--- src/rtl/bridge_n_if.sv ---
// CPU-side and device-side signal bundle for bridge_n.
// The master modport is the environment (CPU plus devices); the slave modport is the bridge.
interface bridge_n_if #(
    parameter int NDEV = 2
);
    logic                   PrReq;
    logic [31:2]            PrAddr;
    logic [3:0]             PrBE;
    logic [31:0]            PrWD;
    logic                   PrWE;
    logic [31:0]            PrRD;
    logic                   PrReady;
    logic                   PrErr;
    logic [7:2]             HWInt;
    logic [3:2]             HardAddr;
    logic [3:0]             HardBE;
    logic [31:0]            HardWD;
    logic [NDEV-1:0]        HardWE;
    logic [32*NDEV-1:0]     HardRD;
    logic [NDEV-1:0]        IntReq;

    modport master (
        output PrReq, PrAddr, PrBE, PrWD, PrWE, HardRD, IntReq,
        input  PrRD, PrReady, PrErr, HWInt, HardAddr, HardBE, HardWD, HardWE
    );

    modport slave (
        input  PrReq, PrAddr, PrBE, PrWD, PrWE, HardRD, IntReq,
        output PrRD, PrReady, PrErr, HWInt, HardAddr, HardBE, HardWD, HardWE
    );
endinterface

--- src/rtl/bridge_n.sv ---
// CPU-to-device bridge: three-state access FSM, address decode for NDEV device windows
// plus IMASK/IPEND/IMODE control registers, and a level/edge interrupt controller.
module bridge_n #(
    parameter int          NDEV = 2,
    parameter logic [31:0] BASE = 32'h0000_7F00
) (
    input  logic       clk,
    input  logic       rst_n,
    bridge_n_if.slave  bus
);
    typedef enum logic [1:0] {
        IDLE   = 2'd0,
        ACCESS = 2'd1,
        RESP   = 2'd2
    } state_t;

    state_t state_q, state_d;

    logic [31:2]     req_addr_q;
    logic [3:0]      req_be_q;
    logic [31:0]     req_wd_q;
    logic            req_we_q;

    logic [31:0]     prrd_q, prrd_d;
    logic            ready_q, err_q;

    logic [NDEV-1:0] imask_q, imask_d;
    logic [NDEV-1:0] imode_q, imode_d;
    logic [NDEV-1:0] ipend_q, ipend_d;
    logic [NDEV-1:0] sync1_q, sync2_q, sync3_q;
    logic [NDEV-1:0] hwint_q, hwint_d;

    logic [NDEV-1:0] dev_hit, w1c, rise;
    logic [31:0]     offset, rd_data;
    logic            hit_mask, hit_pend, hit_mode, mapped;
    logic            accept, in_access, ctrl_wr;

    assign accept    = (state_q == IDLE) && bus.PrReq;
    assign in_access = (state_q == ACCESS);

    // Decode works on the offset from BASE so an unaligned BASE still lands on 16-byte windows.
    assign offset   = {req_addr_q, 2'b00} - BASE;
    assign hit_mask = (offset == 32'h70);
    assign hit_pend = (offset == 32'h74);
    assign hit_mode = (offset == 32'h78);
    assign mapped   = (|dev_hit) | hit_mask | hit_pend | hit_mode;
    assign ctrl_wr  = in_access & req_we_q & req_be_q[0];

    generate
        for (genvar gi = 0; gi < NDEV; gi++) begin : g_chan
            assign dev_hit[gi] = (offset[31:4] == 28'(gi));
            assign hwint_d[gi] = imask_q[gi] & (imode_q[gi] ? ipend_q[gi] : sync2_q[gi]);
        end
        for (genvar gi = 0; gi < 6; gi++) begin : g_hwint
            if (gi < NDEV) begin : g_used
                assign bus.HWInt[2+gi] = hwint_q[gi];
            end else begin : g_unused
                assign bus.HWInt[2+gi] = 1'b0;
            end
        end
    endgenerate

    always_comb begin
        state_d = state_q;
        case (state_q)
            IDLE:    if (bus.PrReq) state_d = ACCESS;
            ACCESS:  state_d = RESP;
            RESP:    state_d = IDLE;
            default: state_d = IDLE;
        endcase
    end

    always_comb begin
        rd_data = '0;
        for (int i = 0; i < NDEV; i++) begin
            if (dev_hit[i]) rd_data = bus.HardRD[32*i +: 32];
        end
        if (hit_mask) rd_data = 32'(imask_q);
        if (hit_pend) rd_data = 32'(ipend_q);
        if (hit_mode) rd_data = 32'(imode_q);
    end

    // A pending bit can only exist in edge mode, so masking with the new IMODE also
    // implements the clear-on-mode-change; a new edge overrides a same-cycle W1C.
    always_comb begin
        imask_d = imask_q;
        imode_d = imode_q;
        w1c     = '0;
        if (ctrl_wr && hit_mask) imask_d = req_wd_q[NDEV-1:0];
        if (ctrl_wr && hit_mode) imode_d = req_wd_q[NDEV-1:0];
        if (ctrl_wr && hit_pend) w1c     = req_wd_q[NDEV-1:0];
        rise    = sync2_q & ~sync3_q;
        ipend_d = ((ipend_q & ~w1c) | (rise & imode_q)) & imode_d;
        prrd_d  = (in_access && !req_we_q) ? rd_data : prrd_q;
    end

    always_ff @(posedge clk or negedge rst_n) begin
        if (!rst_n) begin
            state_q    <= IDLE;
            req_addr_q <= '0;
            req_be_q   <= '0;
            req_wd_q   <= '0;
            req_we_q   <= 1'b0;
            prrd_q     <= '0;
            ready_q    <= 1'b0;
            err_q      <= 1'b0;
            imask_q    <= '1;
            imode_q    <= '0;
            ipend_q    <= '0;
            sync1_q    <= '0;
            sync2_q    <= '0;
            sync3_q    <= '0;
            hwint_q    <= '0;
        end else begin
            state_q <= state_d;
            if (accept) begin
                req_addr_q <= bus.PrAddr;
                req_be_q   <= bus.PrBE;
                req_wd_q   <= bus.PrWD;
                req_we_q   <= bus.PrWE;
            end
            prrd_q  <= prrd_d;
            ready_q <= in_access;
            err_q   <= in_access & ~mapped;
            imask_q <= imask_d;
            imode_q <= imode_d;
            ipend_q <= ipend_d;
            sync1_q <= bus.IntReq;
            sync2_q <= sync1_q;
            sync3_q <= sync2_q;
            hwint_q <= hwint_d;
        end
    end

    assign bus.PrRD     = prrd_q;
    assign bus.PrReady  = ready_q;
    assign bus.PrErr    = err_q;
    assign bus.HardAddr = req_addr_q[3:2];
    assign bus.HardBE   = req_be_q;
    assign bus.HardWD   = req_wd_q;
    assign bus.HardWE   = (in_access && req_we_q) ? dev_hit : '0;
endmodule

--- src/flat_wrapper.sv ---
// flat-port wrapper written by rule: the top's interface ports become plain ports
module bridge_n_flat 
#(
    parameter int          NDEV = 2,
    parameter logic [31:0] BASE = 32'h0000_7F00
)
  (clk, rst_n, bus_PrReq, bus_PrAddr, bus_PrBE, bus_PrWD, bus_PrWE, bus_HardRD, bus_IntReq, bus_PrRD, bus_PrReady, bus_PrErr, bus_HWInt, bus_HardAddr, bus_HardBE, bus_HardWD, bus_HardWE);
  bridge_n_if #(.NDEV(NDEV)) bus_i ();
  input  logic clk;
  input  logic rst_n;
  input wire logic [$bits(bus_i.PrReq)-1:0] bus_PrReq;
  input wire logic [$bits(bus_i.PrAddr)-1:0] bus_PrAddr;
  input wire logic [$bits(bus_i.PrBE)-1:0] bus_PrBE;
  input wire logic [$bits(bus_i.PrWD)-1:0] bus_PrWD;
  input wire logic [$bits(bus_i.PrWE)-1:0] bus_PrWE;
  input wire logic [$bits(bus_i.HardRD)-1:0] bus_HardRD;
  input wire logic [$bits(bus_i.IntReq)-1:0] bus_IntReq;
  output wire logic [$bits(bus_i.PrRD)-1:0] bus_PrRD;
  output wire logic [$bits(bus_i.PrReady)-1:0] bus_PrReady;
  output wire logic [$bits(bus_i.PrErr)-1:0] bus_PrErr;
  output wire logic [$bits(bus_i.HWInt)-1:0] bus_HWInt;
  output wire logic [$bits(bus_i.HardAddr)-1:0] bus_HardAddr;
  output wire logic [$bits(bus_i.HardBE)-1:0] bus_HardBE;
  output wire logic [$bits(bus_i.HardWD)-1:0] bus_HardWD;
  output wire logic [$bits(bus_i.HardWE)-1:0] bus_HardWE;
  assign bus_i.PrReq = bus_PrReq;
  assign bus_i.PrAddr = bus_PrAddr;
  assign bus_i.PrBE = bus_PrBE;
  assign bus_i.PrWD = bus_PrWD;
  assign bus_i.PrWE = bus_PrWE;
  assign bus_i.HardRD = bus_HardRD;
  assign bus_i.IntReq = bus_IntReq;
  assign bus_PrRD = bus_i.PrRD;
  assign bus_PrReady = bus_i.PrReady;
  assign bus_PrErr = bus_i.PrErr;
  assign bus_HWInt = bus_i.HWInt;
  assign bus_HardAddr = bus_i.HardAddr;
  assign bus_HardBE = bus_i.HardBE;
  assign bus_HardWD = bus_i.HardWD;
  assign bus_HardWE = bus_i.HardWE;
  bridge_n #(.NDEV(NDEV), .BASE(BASE)) u_core (.clk(clk), .rst_n(rst_n), .bus(bus_i));
endmodule
--- config.mk ---
export PLATFORM = sky130hd
export DESIGN_NAME = bridge_n_flat
export DESIGN_NICKNAME = d
export VERILOG_FILES = /design/src/rtl/bridge_n_if.sv /design/src/rtl/bridge_n.sv /design/src/flat_wrapper.sv
export SDC_FILE = /design/constraint.sdc
export NUM_CORES = 1
export LEC_CHECK = 0
export CORE_ASPECT_RATIO = 0.75
export CORE_MARGIN = 1.5
export CORE_UTILIZATION = 48
export CTS_BUF_LIST = sky130_fd_sc_hd__clkbuf_4
export DETAILED_ROUTE_END_ITERATION = 12
export PLACE_DENSITY = 0.88
export SLEW_MARGIN = 0
export SYNTH_ARGS = -nofsm -noshare
export SYNTH_HDL_FRONTEND = slang
export SYNTH_SLANG_ARGS = --single-unit
--- constraint.sdc ---
create_clock -name clk -period 4.55 [get_ports clk]
set_input_delay 0.455 -clock clk [delete_from_list [all_inputs] [get_ports clk]]
set_output_delay 0.455 -clock clk [all_outputs]
set_load 0.02 [all_outputs]
# After elaboration in Yosys (flattened, before gate mapping)
# Index checks and enable logic that the tools add are counted.
# word_totals
register_bits	117
latch_bits	0
ramBits	0
rom_bits	0
inputBits	136
output_inout_bits	80
memories	0
# op_classes
n_addsub	1
mul	0
div_mod_pow	0
order_cmp	0
n_eq_ne	6
n_shift	0
mux	12
bitwise	16
reduce_logical	10
# op_table
cell	count
$mux W32	5
$eq A32 B7 Y1 const B	3
$sub A32 B15 Y32 const B	1
$eq A28 B1 Y1 const B	1
$logic_not A28 Y1	1
$and A2 B2 Y2	4
$mux W2	4
$logic_and A1 B1 Y1	6
$and A1 B1 Y1	5
$not A2 Y2	2
$pmux W2 S2	1
$or A1 B1 Y1	3
$eq A2 B1 Y1 const B	1
$logic_not A2 Y1	1
$mux W1	2
$ne A2 B2 Y1 const B	1
$or A2 B2 Y2	1
$reduce_or A2 Y1	1
$logic_not A1 Y1	1
$not A1 Y1	1

# Longest topological paths before layout
# Gate-level depths: netlist (run 1).
# depth
word_depth	9
ltp_mapped	7

# Worst setup path before layout (run 1)
# OpenSTA, ideal clock, no wires.
# synth_path
path_kind	reg2out
start	reg u_core.req_addr_q[20] (netlist name)
end	out bus_HardWE[0]
arrival_time_ps	2230
required_ps	4095
path_slack_ps	1865
path_stages_with_launch	8
n_path_buf	1
cell_sequence	dfrtp_1 -> or4_4 -> nor2_1 -> and4bb_1 -> xnor2_2 -> nand4b_4 -> buf_6 -> nor3_1
# synth_between
elab_chain_len	3
# synth_lines
element	line_no	source
start: declaration	bridge_n.sv:19	logic [31:2] req_addr_q;
start signal: assignment	bridge_n.sv:117	req_addr_q <= bus.PrAddr;
$sub A32 B15 Y32	bridge_n.sv:42	assign offset = {req_addr_q, 2'b00} - BASE;
$logic_not A28 Y1	bridge_n.sv:51	assign dev_hit[gi] = (offset[31:4] == 28'(gi));
$mux W2	bridge_n.sv:141	assign bus.HardWE = (in_access && req_we_q) ? dev_hit : '0;
end: declaration	flat_wrapper.sv:25	output wire logic [$bits(bus_i.HardWE)-1:0] bus_HardWE;
# No other way between the ends.

# Worst setup path after layout (run 1)
# Same ends and word-level chain as after synthesis.

==> flow_metrics.tcl, run 1 <==
set metrics [dict create \
    status "complete, no violations" \
    finalClockSkew_ps 16.12 \
    diodes 0 \
    finalSetupViolations 0 \
    ctsHoldBuffers 0 \
    peakVddDrop_uv 314.3 \
    die_height_um 93.11 \
    drive_gt1_frac 0.2186 \
    period_share 0.7778 \
    start_util 0.4992 \
    vias 3877 \
    finish.utilization 0.7391 \
    synth_seq_cells 117 \
    synth.top_cell.area_share 0.5538 \
    finalPower_w 0.003039 \
    required_ps 4090 \
    drcViolationCount 0 \
    crit_type "reg2out" \
    cts.sink_count 117 \
    cts_setup_buffers 0 \
    cp.arrival_ps 3080 \
    worst_slew_pin_slew_ps 1020 \
    io_pins 216 \
    die_w_um 123.1 \
    slew_viol_final 0 \
    grt_pass1_wl_um 19000 \
    cts_tree "done" \
    syn_avg_cell_area_um2 13.22 \
    drtIter0Drc 170 \
    synth_top_area_cell "dfrtp_1" \
    place_congestion 0.7980 \
    hold_viol 0 \
    grt_pass1_vias 3953 \
    ant_nets 0 \
    power.density_mw_per_mm2 395.0 \
    cts_resized 0 \
    netlist-cell-type-count 45 \
    coreArea_mm2 0.01041 \
    final_nets 737 \
    wl_per_cell_um 16.53 \
    maxCapViolCount 0 \
    syn_inst 393 \
    synthTopCellsByCount "115 x dfrtp_1, 70 x mux2_2, 42 x nand2_1, 33 x mux2i_1, 18 x clkbuf_1" \
    cts-buffers-inserted 17 \
    yosys_warnings 0 \
    period_minus_slack_ps 3539 \
    clockRootBuffer "clkbuf_4" \
    area_delta_synth_final_pct 48.06 \
    p_leak_nw 3.169 \
    critPathMaxFanout 3 \
    slew_headroom 0.3198 \
    ys_seq_area_frac 0.5639 \
    antenna_found_initial 0 \
    dp.final_hpwl_um 9162 \
    wirelength_um 12380 \
    max_freq_ghz 0.2826 \
    worstSkewPairLatency_ps 510 \
    htreeDepth 4 \
    clk_pin_slew_ps 110 \
    viasPerCell 5.176 \
    port_buffers 211 \
    setup-tns-final_ps 0 \
    hold_class "in2async" \
    synth_ff_type "dfrtp_1" \
    async_reset_ff_frac 1.000 \
    grt_start_max_net_pins 84 \
    grt-ovfl-total 0 \
    die-area_mm2 0.01146 \
    syn_area_mm2 0.005196 \
    num_rows 32 \
    end_kind "output port" \
    cts_buffer_depth 2 \
    synth_edf_count 0 \
    grtUsageTotal 0.2193 \
    dr.pass1.iters 4 \
    synth_area_leaders "dfrtp_1 55%, mux2_2 15%, mux2i_1 6.4%, o31ai_2 4.1%, nand2_1 3.0%" \
    rsz0062_at_grt "false" \
    yosys.cell_count.top_type "dfrtp_1" \
    timing.critical_path.from_type "register" \
]
area by class of cell:
| class | instances | area (um^2) |
|---|---|---|
| fillers | 743 | 2716 |
| flip-flops and latches | 117 | 2932 |
| multi-input cells | 247 | 2118 |
| repair buffers | 215 | 2140 |
| well taps | 136 | 170.2 |
| clock inverters | 13 | 187.7 |
| clock buffers | 18 | 135.1 |
| inverters | 3 | 11.26 |
registers in the layout (all words and copies together) (netlist names):
signal              flops
u_core.bus.PrRD        32
u_core.bus.PrReady      1
u_core.sync2_q          2
u_core.sync3_q          2
u_core.hwint_q          2
u_core.bus.HardBE       4
u_core.sync1_q          2
u_core.imode_q          2
u_core.ipend_q          2
u_core.req_we_q         1
u_core.bus.HardWD      32
u_core.bus.PrErr        1
u_core.state_q          2
u_core.req_addr_q      30
u_core.imask_q          2
routing by layer:
metal | global-route usage | routed length, um | vias up
met2 | 0.3630 | 6067 | 157
met4 | 0.07471 | 210 | 0
met5 | 0 | 0 | -
met1 | 0.2667 | 5106 | 1872
li1 | - | - | 1828
met3 | 0.07866 | 997 | 20
per-stage QoR:
stage | worst slack (ps) | cells | hold slack [ps] | area, um^2
after detailed placement | 1551 | 718 | 336.2 | 7371
after floorplan | 1865 | 396 | 159.4 | 5207
after CTS | 977.7 | 749 | 127.2 | 7694
after global routing | 876.2 | 749 | 157.2 | 7694
after global placement | 1666 | 718 | 336.9 | 7371
final | 1011 | 749 | 126.4 | 7694
logic make-up (layout without fill, tap and decap cells):
family                    count (synthesis)  after routing  share of synthesized area
DFF                                     117            117                     0.5639
muxes                                   103            103                     0.2153
and+or+nand+nor                          86             86                    0.09126
AOI/OAI and AO/OA                        52             52                    0.09198
buffers and inverters                    32            249                    0.03202
xor gates and xnor gates                  2              2                   0.004817
other                                     1              4                  0.0007217
report_power, final:
group	leakage, nW	internal (W)	switching (W)	total, W
Clock	0.172	0.000485	0.000375	0.000860
Combinational	1.54	0.000468	0.000358	0.000826
Sequential	1.45	0.00120	0.000149	0.00135
Total	3.17	0.00216	0.000882	0.00304
critical path: stages (launching register included):
cell and delay (ps):
dfrtp_1 390, or4_4 570, nor2_1 180, and4bb_1 260, xnor2_2 150, nand4b_4 150, nor3_1 220, clkdlybuf4s50_1 650
path summary, 6_finish.rpt:
path,slack [ps],depth (start not counted),start,end
worst max-delay path,1010,7,u_core.req_addr_q[20]$_DFFE_PN0P_,bus_HardWE[0]
min in group clk,360,0,u_core.sync1_q[0]$_DFF_PN0_,u_core.sync2_q[0]$_DFF_PN0_
worst min-delay path,130,1,rst_n,u_core.bus.HardWD[26]$_DFFE_PN0P_
max in group asynchronous,3400,2,rst_n,u_core.bus.PrRD[13]$_DFFE_PN0P_
worst max register to register,1880,6,u_core.req_addr_q[4]$_DFFE_PN0P_,u_core.imask_q[0]$_DFFE_PN1P_
worst min register to register,360,0,u_core.sync1_q[0]$_DFF_PN0_,u_core.sync2_q[0]$_DFF_PN0_
cell usage in the layout, fill, tap and decap left out, types with 2 or more instances in the layout:
cell type	Yosys	routed
a21oi_1	4	4
a31oi_1	4	4
buf_4	6	5
bufinv_16	0	5
clkbuf_4	0	18
clkdlybuf4s50_1	0	210
clkinv_1	0	4
clkinv_2	0	3
conb_1	1	4
dfrtp_1	115	114
dfstp_2	2	2
inv_1	3	3
mux2_2	70	70
mux2i_1	33	33
nand2_1	42	42
nand2b_1	3	2
nand3_1	2	2
nand4_1	3	3
nor2_1	7	7
nor2b_1	7	7
nor3_1	6	6
o21ai_0	6	6
o31ai_1	15	15
o31ai_2	17	17
o31ai_4	2	2
or4_4	2	2
Note: power is estimated with default switching activity, not from simulation.
==> run 2: changes to the inputs <==
- CORE_UTILIZATION: 48 -> 44
- PLACE_DENSITY: 0.88 -> 0.82
- clock period: 4.55 -> 3.65 ns (I/O delays scaled with it)
==> flow_metrics.tcl, run 2 (synthesis results as in run 1) <==
set metrics [dict create \
    power.density_mw_per_mm2 483.6 \
    finalClockSkew_ps 13.21 \
    slew_headroom 0.4931 \
    post-place-cells 746 \
    io_pins 216 \
    wirelength_um 12510 \
    rr_endpoint "u_core.bus.PrRD[9]$_DFFE_PN0P_" \
    timing.critical_path.from_type "register" \
    critPathMaxFanout 3 \
    period_minus_slack_ps 3397 \
    multi_input_area_mm2 0.002118 \
    place_congestion 0.7902 \
    peakVddDrop_uv 389.7 \
    grt-ovfl-total 0 \
    cts_tree "done" \
    placed_area_mm2 0.007431 \
    grtUsageTotal 0.2099 \
    worstSkewPairLatency_ps 510 \
    maxCapViolCount 0 \
    viasPerCell 4.976 \
    num_rows 34 \
    end_kind "output port" \
    clk_pin_slew_ps 90 \
    cts_setup_buffers 0 \
    port_buffers 211 \
    design_area_mm2 0.007754 \
    grt_pass1_vias 4068 \
    layout_commonest_cell "clkdlybuf4s50_1" \
    area_delta_synth_final_pct 49.22 \
    drive_gt1_frac 0.2253 \
    layout.cells.non_filler 779 \
    ant_nets 0 \
    p_leak_nw 3.206 \
    finalSetupViolations 0 \
    start_util 0.4491 \
    antenna_found_initial 0 \
    drtIter0Drc 190 \
    num-fill-cells 878 \
    htreeDepth 4 \
    reg2reg_slack_ps 1210 \
    rsz0062_at_grt "false" \
    slew_viol_final 0 \
    die-area_mm2 0.01248 \
    cts_buffer_depth 2 \
    vias 3876 \
    min_from "bus_IntReq[1]" \
    hold_class "in2reg" \
    clockRootBuffer "clkbuf_4" \
    grt_pass1_wl_um 20180 \
    wl_per_cell_um 16.05 \
    diodes 0 \
    period_share 0.9306 \
    max_freq_ghz 0.2944 \
    dr.pass1.iters 4 \
    die_height_um 97.11 \
    status "complete, no violations" \
    crit_type "reg2out" \
    cts-buffers-inserted 17 \
    drcViolationCount 0 \
    hold_viol 0 \
    final_nets 740 \
    cts.sink_count 117 \
    hold_path_depth 1 \
    r2r_cells 7 \
    grt_start_max_net_pins 65 \
    finalPower_w 0.003750 \
    coreArea_mm2 0.01157 \
    final_cell_mix "209 x clkdlybuf4s50_1, 114 x dfrtp_1, 70 x mux2_2" \
    worst_slew_pin_slew_ps 760.4 \
    die_w_um 128.5 \
    whs_endpoint "u_core.sync1_q[1]$_DFF_PN0_" \
    required_ps 3280 \
    cp.arrival_ps 3030 \
    r2r-start "u_core.req_addr_q[20]$_DFFE_PN0P_" \
    setup-tns-final_ps 0 \
    seq_area_mm2 0.002932 \
    dp.final_hpwl_um 9278 \
]
run 2: where the power goes:
part	internal (W)	total (W)	switching, W
combinational	0.000588	0.00108	0.000491
sequential	0.00150	0.00165	0.000149
clock	0.000556	0.00102	0.000463
run 2: area by class of cell:
type | instances | share of cell area
Inverter | 3 | 0.001452
Clock buffer | 20 | 0.01936
Multi-Input combinational cell | 247 | 0.2732
Timing Repair Buffer | 218 | 0.2811
Sequential cell | 117 | 0.3781
Tap cell | 162 | 0.02614
Clock inverter | 12 | 0.02066
run 2: how the worst max path moves through the flow:
stage	from	to	slack [ps]	depth (start not counted)
6_report	u_core.req_addr_q[20]$_DFFE_PN0P_	bus_HardWE[0]	250	7
5_1_grt	u_core.req_addr_q[20]$_DFFE_PN0P_	bus_HardWE[0]	70	7
4_1_cts	u_core.req_addr_q[20]$_DFFE_PN0P_	bus_HardWE[1]	170	7
3_5_place_dp	u_core.req_addr_q[20]$_DFFE_PN0P_	bus_HardWE[1]	740	7
3_3_place_gp	u_core.req_addr_q[20]$_DFFE_PN0P_	bus_HardWE[1]	850	7
2_1_floorplan	u_core.req_addr_q[20]$_DFFE_PN0P_	bus_HardWE[0]	1050	7
run 2: timing repair:
item	4_1_cts	5_1_grt
setup endpoints to repair	0	1
hold buffers	1	0
resized for setup	0	1
endpoints found under the hold margin	56	0
run 2: metal layers:
metal  wire length, um  vias up  share of wire  global-route usage
li1                  -     1832              -                   -
met1              5381     1900           0.43              0.2592
met2              6000      130           0.48              0.3437
met3               930       14          0.074             0.07489
met4               193        0          0.015             0.06914
met5                 0        -              0                   0
run 2: critical path, stage by stage (launching register included):
cell             delay, ps
dfrtp_1                400
or4_4                  580
nor2_1                 170
and4bb_1               250
xnor2_2                150
nand4b_4               150
nor3_1                 190
clkdlybuf4s50_1        640
run 2: through the flow:
stage          worst slack [ps]  hold slack, ps  utilization
6_report                  253.3           292.8       0.6701
3_5_place_dp              739.1           343.5       0.6422
4_1_cts                   166.5           251.3       0.6699
2_1_floorplan              1055           69.41            -
3_3_place_gp              850.3           335.1       0.6422
5_1_grt                   72.38           224.2       0.6701
==> run 3: changes to the inputs <==
--- a/constraint.sdc
+++ b/constraint.sdc
@@ -3,2 +3,2 @@
 set_output_delay 0.365 -clock clk [all_outputs]
-set_load 0.02 [all_outputs]
+set_load 0.05 [all_outputs]
==> flow_metrics.tcl, run 3 (synthesis results as in run 1) <==
set metrics [dict create \
    power.density_mw_per_mm2 530.1 \
    peakVddDrop_uv 344.5 \
    antenna_found_initial 0 \
    critPathTopFamily "simple AND/OR/NAND/NOR gates" \
    wl_per_cell_um 15.70 \
    seq_area_mm2 0.002932 \
    slew_headroom 0.4402 \
    period_share 0.8330 \
    diodes 0 \
    die_w_um 128.5 \
    die_height_um 97.11 \
    maxCapViolCount 0 \
    p_sw_w 0.001376 \
    crit_chain "or4_4 > nor2_1 > and4bb_1 > xnor2_2 > nand4b_4 > nor3_1 > buf_12" \
    cts.sink_count 117 \
    viasPerCell 4.928 \
    multi_input_area_mm2 0.002118 \
    htreeDepth 4 \
    coreArea_mm2 0.01157 \
    area_delta_synth_final_pct 50.25 \
    cts_buffer_depth 2 \
    hold_class "in2reg" \
    max_stage_delay_ps 550 \
    critPathMaxFanout 3 \
    holdWs_ps 302.8 \
    p_leak_nw 3.213 \
    cts-buffers-inserted 17 \
    start_util 0.4491 \
    crit_type "reg2out" \
    drive_gt1_frac 0.2256 \
    wirelength_um 12220 \
    grt_pass1_wl_um 19750 \
    period_minus_slack_ps 3040 \
    required_ps 3280 \
    setup-tns-final_ps 0 \
    ant_nets 0 \
    finalClockSkew_ps 18.91 \
    die-area_mm2 0.01248 \
    worst_slew_pin_slew_ps 839.8 \
    end_kind "output port" \
    grt_pass1_vias 4007 \
    io_pins 216 \
    final_cell_mix "208 x clkdlybuf4s50_1, 114 x dfrtp_1, 70 x mux2_2" \
    layout_commonest_cell "clkdlybuf4s50_1" \
    drcViolationCount 0 \
    hold_viol 0 \
    p_seq_frac 0.399 \
    status "complete, no violations" \
    pwr-share-clk 0.274 \
    grt-ovfl-total 0 \
    grt_start_max_net_pins 66 \
    vias 3834 \
    post-place-cells 746 \
    dp.final_hpwl_um 9157 \
    worstSkewPairLatency_ps 500 \
    pwr-share-comb 0.327 \
    drtIter0Drc 175 \
    critPathBufInv 1 \
    place_congestion 0.7835 \
    cp.arrival_ps 2680 \
    clk_pin_slew_ps 100 \
    clockRootBuffer "clkbuf_4" \
    dr.pass1.iters 4 \
    timing.critical_path.from_type "register" \
    slew_viol_final 0 \
    rsz0062_at_grt "false" \
    cp_slowest_cell "or4_4" \
    num-fill-cells 893 \
    p_int_w 0.002763 \
    swShare 0.3325 \
    grtUsageTotal 0.2056 \
    cts_tree "done" \
    layout.cells.non_filler 778 \
    max_freq_ghz 0.3289 \
    num_rows 34 \
    port_buffers 211 \
    final_nets 740 \
    finalSetupViolations 0 \
]
-- run 3: changes by cell type in the layout (fill, tap and decap cells not counted) --
| cell | change |
|---|---|
| clkinv_1 | +1 |
| buf_12 | +2 |
| clkinv_2 | -1 |
| dlymetal6s2s_1 | -1 |
| clkinvlp_4 | -1 |
| clkdlybuf4s50_1 | -1 |
| bufinv_16 | +2 |
| clkbuf_4 | -2 |
-- run 3: path summary, 6_finish.rpt --
check | endpoint | slack [ps] | depth (start not counted) | startpoint
setup / recovery | bus_HardWE[1] | 610 | 7 | u_core.req_addr_q[20]$_DFFE_PN0P_
hold / removal | u_core.sync1_q[1]$_DFF_PN0_ | 300 | 1 | bus_IntReq[1]
setup reg to reg | u_core.bus.PrRD[4]$_DFFE_PN0P_ | 1230 | 7 | u_core.req_addr_q[20]$_DFFE_PN0P_
hold reg to reg | u_core.sync2_q[0]$_DFF_PN0_ | 360 | 0 | u_core.sync1_q[0]$_DFF_PN0_
max in group asynchronous | u_core.imask_q[0]$_DFFE_PN1P_ | 2360 | 3 | rst_n
min in group asynchronous | u_core.bus.HardBE[2]$_DFFE_PN0P_ | 500 | 2 | rst_n
-- run 3: power by group through the flow --
stage          Sequential [W]  Combinational (W)  Clock, W
2_1_floorplan         0.00203           0.000495         0
3_3_place_gp          0.00166            0.00134         0
3_5_place_dp          0.00168            0.00136         0
4_1_cts               0.00165            0.00137   0.00116
5_1_grt               0.00168            0.00143   0.00123
6_report              0.00165            0.00135   0.00113
-- run 3: cell type report --
cell class                 count  share of cell area
sequential                   117              0.3755
timing repair buffer         218              0.2814
clock inverter                13             0.02708
tap                          162             0.02596
multi-input combinational    247              0.2713
inverter                       3            0.001442
clock buffer                  18             0.01731
-- run 3: repair_timing --
action,in CTS,in global routing
setup buffers,0,0
hold buffers,1,0
resized for setup,0,0
endpoints found under the hold margin,64,0
-- run 3: metrics by stage --
| step | power [W] | worst slack (ps) | cell area [um^2] | utilization |
|---|---|---|---|---|
| final | 0.004139 | 609.6 | 7807 | 0.6747 |
| after global routing | 0.004338 | 420.6 | 7807 | 0.6747 |
| after CTS | 0.004186 | 539.6 | 7807 | 0.6747 |
| after detailed placement | 0.003043 | 1111 | 7451 | 0.6439 |
| after global placement | 0.003001 | 1173 | 7451 | 0.6439 |
| after floorplan | 0.002526 | 464.4 | 5207 | - |
-- run 3: routing by layer --
metal	share of wire	global-route usage	vias up	wire length [um]
li1	-	-	1836	-
met1	0.43	0.2605	1859	5305
met2	0.48	0.3329	131	5828
met3	0.081	0.07324	8	989
met4	0.0075	0.06050	0	92
met5	0	0	-	0
-- run 3: worst reg2reg max path: stages (launching register included) --
cell and delay (ps):
dfrtp_1 390, or4_4 550, nor2_1 180, and4bb_1 270, xnor2_2 150, nand4b_4 150, buf_4 290, o31ai_1 330
